[config.mk]
export PLATFORM = sky130hd
export DESIGN_NAME = mips_exec_unit
export DESIGN_NICKNAME = d
export VERILOG_FILES = /design/src/rtl/mips_exec_unit.sv
export SDC_FILE = /design/constraint.sdc
export NUM_CORES = 1
export LEC_CHECK = 0
export ABC_AREA = 1
export CAP_MARGIN = 20
export CORE_ASPECT_RATIO = 1.2
export CORE_MARGIN = 5
export CORE_UTILIZATION = 30
export DETAILED_ROUTE_END_ITERATION = 6
export DONT_BUFFER_PORTS = 1
export GPL_TIMING_DRIVEN = 0
export SYNTH_ARGS = -nofsm -noshare
export SYNTH_HDL_FRONTEND = slang
export SYNTH_SLANG_ARGS = --single-unit
[constraint.sdc]
create_clock -name clk -period 7.8 [get_ports clk]
set_clock_uncertainty 0.05 [all_clocks]
set_input_delay 1.56 -clock clk [delete_from_list [all_inputs] [get_ports clk]]
set_output_delay 1.56 -clock clk [all_outputs]
set_load 0.02 [all_outputs]
[src/rtl/mips_exec_unit.sv]
// Execute stage of the single-cycle MIPS core: ALU-control decode, 32-bit ALU,
// PC+4 and branch-target adders, plus a sticky signed-overflow flag.
module mips_exec_unit #(
  parameter int WIDTH = 32
) (
  input  logic             clk,
  input  logic             rst,
  input  logic [1:0]       alu_op,
  input  logic [5:0]       funct,
  input  logic [WIDTH-1:0] a,
  input  logic [WIDTH-1:0] b,
  input  logic [WIDTH-1:0] pc,
  input  logic [15:0]      imm16,
  output logic [3:0]       operation,
  output logic [WIDTH-1:0] result,
  output logic             zero,
  output logic [WIDTH-1:0] pc_plus4,
  output logic [WIDTH-1:0] branch_target,
  output logic             ovf_sticky
);

  localparam logic [3:0] OP_AND = 4'b0000;
  localparam logic [3:0] OP_OR  = 4'b0001;
  localparam logic [3:0] OP_ADD = 4'b0010;
  localparam logic [3:0] OP_SUB = 4'b0110;
  localparam logic [3:0] OP_SLT = 4'b0111;
  localparam logic [3:0] OP_NOR = 4'b1100;

  logic [WIDTH-1:0] sum, diff, br_off;
  logic signed [17:0] off18;
  logic ovf, ovf_sticky_q, ovf_sticky_d;

  always_comb begin
    operation = OP_ADD;
    unique case (alu_op)
      2'b01: operation = OP_SUB;
      2'b10: begin
        case (funct)
          6'b100000: operation = OP_ADD;
          6'b100010: operation = OP_SUB;
          6'b100100: operation = OP_AND;
          6'b100101: operation = OP_OR;
          6'b101010: operation = OP_SLT;
          6'b100111: operation = OP_NOR;
          default:   operation = OP_ADD;
        endcase
      end
      default: operation = OP_ADD;
    endcase
  end

  assign sum  = a + b;
  assign diff = a - b;

  always_comb begin
    result = '0;
    case (operation)
      OP_AND: result = a & b;
      OP_OR:  result = a | b;
      OP_ADD: result = sum;
      OP_SUB: result = diff;
      // true signed compare; the sign of a-b is wrong when the subtract overflows
      OP_SLT: result = {{(WIDTH-1){1'b0}}, ($signed(a) < $signed(b))};
      OP_NOR: result = ~(a | b);
      default: result = '0;
    endcase
  end

  assign zero = (result == '0);

  always_comb begin
    ovf = 1'b0;
    if (operation == OP_ADD)
      ovf = (a[WIDTH-1] == b[WIDTH-1]) && (sum[WIDTH-1] != a[WIDTH-1]);
    else if (operation == OP_SUB)
      ovf = (a[WIDTH-1] != b[WIDTH-1]) && (diff[WIDTH-1] != a[WIDTH-1]);
  end

  // word offset sign-extended to the datapath width
  assign off18         = {imm16, 2'b00};
  assign br_off        = WIDTH'(off18);
  assign pc_plus4      = pc + WIDTH'(4);
  assign branch_target = pc_plus4 + br_off;

  assign ovf_sticky_d = ovf_sticky_q | ovf;

  always_ff @(posedge clk or posedge rst) begin
    if (rst) ovf_sticky_q <= 1'b0;
    else     ovf_sticky_q <= ovf_sticky_d;
  end

  assign ovf_sticky = ovf_sticky_q;

endmodule

==> run_results.csv <==
group,metric,value,unit
synth,synth_mux_area_share,0,%
global_route,grt_pass1_wl,57.4,mm
synth,synth_compound_area_share,9.60,%
global_route,grt_pass1_vias,10600,
final_layout,final_nets,2094,
power_and_ir_drop,ir_drop,34.1,µV
flow_run,max_cap_viol_count,0,
worst_setup_path,crit_slowest_cell,"nor4_1",
synth,syn-cell-area,9270,µm²
worst_setup_path,crit_type,"in -> out",
sta,relSlewSlack,41.2,%
worst_setup_path,critPathArrivalTime,5.56,ns
global_route,antenna_found_initial,1,
min_path,hold_path_class,"reg -> reg",
synth,yosys.cell_types.count,47,
sta,maxSlewViolCount,0,
worst_setup_path,cp-start-kind,"input pin",
min_path,worstHoldStart,"ovf_sticky$_DFF_PP0_",
route,viasPerCell,4.85,
final_layout,fillers,3611,
final_layout,syn2layout_area_growth,5.35,%
outcome,outcome,"finished, final reports clean",
synth,yosys.area_share.xor_xnor,7.28,%
sta,finalCritPeriodShare,91.9,%
synth,synth_fp_nets,2092,
power_and_ir_drop,p_leak,5.95,nW
route,drt_iter0_markers,776,
power_and_ir_drop,power.total,0.827,mW
floorplan,design.core.area,30500,µm²
worst_setup_path,crit_fanout,4,
synth,yosys.area.top_type_share,24.5,%
placement,gp_congestion,1.01,
sta,setup_viol,0,
sta,finalHoldViolations,0,
global_route,grt_max_degree,16,
synth,synthTopCellsByArea,"nand2_1, ha_1, inv_1",
sta,finalSetupTns,0,ns
placement,io_buffers,0,
route,wl_per_cell,17.4,µm
sta,fin_crit,7.17,ns
synth,synthCells,1832,
synth,yosys.area_share.simple,45.5,%
synth,syn_area_per_cell,5.06,µm²
clocking,cts_resized,0,
floorplan,dieArea,34500,µm²
synth,synth-edff-count,0,
final_layout,post-route-util,32.0,%
worst_setup_path,critPathCaptureType,"output port",
worst_setup_path,crit_path_cell_trace,"inv_1 -> nor2_2 -> nand3_2 -> nor2_4 -> nand2_1 -> or4_1 -> xnor2_1 -> ha_1 -> nand2_1 -> nor4_1 -> nand2_1 -> o211ai_1 -> a21oi_1 -> xnor2_1",
floorplan,start_util,30.4,%
route,route.final.wire_length,38.7,mm
synth,yosys_register_bits,1,
sta,holdWs,0.586,ns
floorplan,row_count,70,
floorplan,die_h,203,µm
final_layout,drive_above_1_share,3.88,%
synth,async_flop_share,100,%
route,first_pass_iters,5,
sta,clock.fmax,140,MHz
final_layout,diodes,0,
sta,worst_slew_pin_slew,0.881,ns
power_and_ir_drop,pwr_density_cell,84.7,nW/µm²
synth,synth_fa_ha_area_share,18.9,%
synth,synth_top_family_by_area,"simple AND/OR/NAND/NOR gates",
global_route,track_usage,21.2,%
floorplan,die_x,170,µm
synth,ys_warn_count,0,
route,drtAntennaViolNets,0,
placement,placed_area,9760,µm²
clocking,insertion_delay,0,ns
final_layout,final_common_cell,"nand2_1",
worst_setup_path,startpoint,"pc[2]",
synth,synth_seq_area_share,0.270,%
route,vias,10800,
route,drt_drc_violations_left,0,
placement,dp_hpwl,34.3,mm
worst_setup_path,regToRegStartpoint,"ovf_sticky$_DFF_PP0_",
global_route,grt_overflow_total,0,
worst_setup_path,cp.required,6.19,ns
clocking,cts_setup_buffers,0,
synth,synth_ff_type,"dfrtp_1",
worst_setup_path,cp_slowest_stage_delay,0.61,ns
worst_setup_path,cpMostUsedCell,"nand2_1",
final_layout,largest_reg_flops,1,
floorplan,ioPinCount,224,
final_layout,stdcell_area,9760,µm²
sta,rsz0062_at_grt,"no",
synth,yosysTopAreaCell,"nand2_1",
worst_setup_path,cp_top_family,"simple AND/OR/NAND/NOR gates",
final_layout,final_cell_mix,"nand2_1, inv_1, nor2_1",
clocking,clk_pin_slew,0,ns
clocking,postCtsHoldBufs,0,
worst_setup_path,worst-path-buf-inv,1,
metal layers:
layer / vias to the layer above / GRT usage (%) / routed length [µm] / part of all wire (%)
met4: 2 / 10.9 / 2440 / 6.3
met3: 97 / 3.45 / 2920 / 7.5
met2: 402 / 41.2 / 19700 / 51
met5: - / 0 / 19 / 0.049
met1: 4746 / 21.2 / 13600 / 35
li1: 5551 / - / - / -
cells by family (layout without fill, tap and decap cells):
group	Yosys count	count (layout)
AO/OA/AOI/OAI	160	160
XOR/XNOR	77	77
adder cells (fa/ha/maj)	138	138
buffers and inverters	439	439
flip-flops	1	1
AND/OR/NAND/NOR	1017	1017
cell type report:
type | count | area, µm² | area share [%]
inverters | 393 | 1480 | 15.1
flip-flops and latches | 1 | 25.0 | 0.256
plain buffers | 46 | 234 | 2.40
well taps | 396 | 495 | 5.07
multi-input cells | 1392 | 7530 | 77.2
where the power goes:
group | leakage, nW | switching, mW | internal, mW
combinational | 5.94 | 0.606 | 0.216
sequential | 0.00875 | 0.00000545 | 0.00528
clock | 0 | 0 | 0
total | 5.95 | 0.606 | 0.222
worst paths after layout:
path	to	slack (ns)	depth (start not counted)
max	branch_target[27]	0.63	14
min	ovf_sticky$_DFF_PP0_	0.59	1
max reg2reg	ovf_sticky$_DFF_PP0_	6.98	1
min reg2reg	ovf_sticky$_DFF_PP0_	0.59	1
max in group asynchronous	ovf_sticky$_DFF_PP0_	6.37	1
min in group asynchronous	ovf_sticky$_DFF_PP0_	1.24	1
stage by stage:
stage	worst slack, ns	std cells
global placement	0.711	2228
detailed placement	0.680	2228
CTS	0.684	2228
finish	0.634	2228
global route	0.390	2228
floorplan	1.30	1832
cell usage after synthesis, types with 3 or more instances:
cell type / count
buf_4: 4
a22oi_1: 7
nand3_1: 140
nand3b_1: 4
clkbuf_1: 5
a21oi_1: 69
nor3_1: 17
xnor2_1: 24
xor2_1: 53
nor2_1: 202
and3_1: 3
nand4_1: 13
fa_1: 3
a21o_1: 8
o21ai_0: 54
buf_2: 37
ha_1: 135
nor4_1: 4
inv_2: 3
nand2_2: 6
inv_1: 390
nor2_4: 5
nor2_2: 6
o21bai_1: 5
nand2_1: 605
Note: power is estimated with default switching activity, not from simulation.
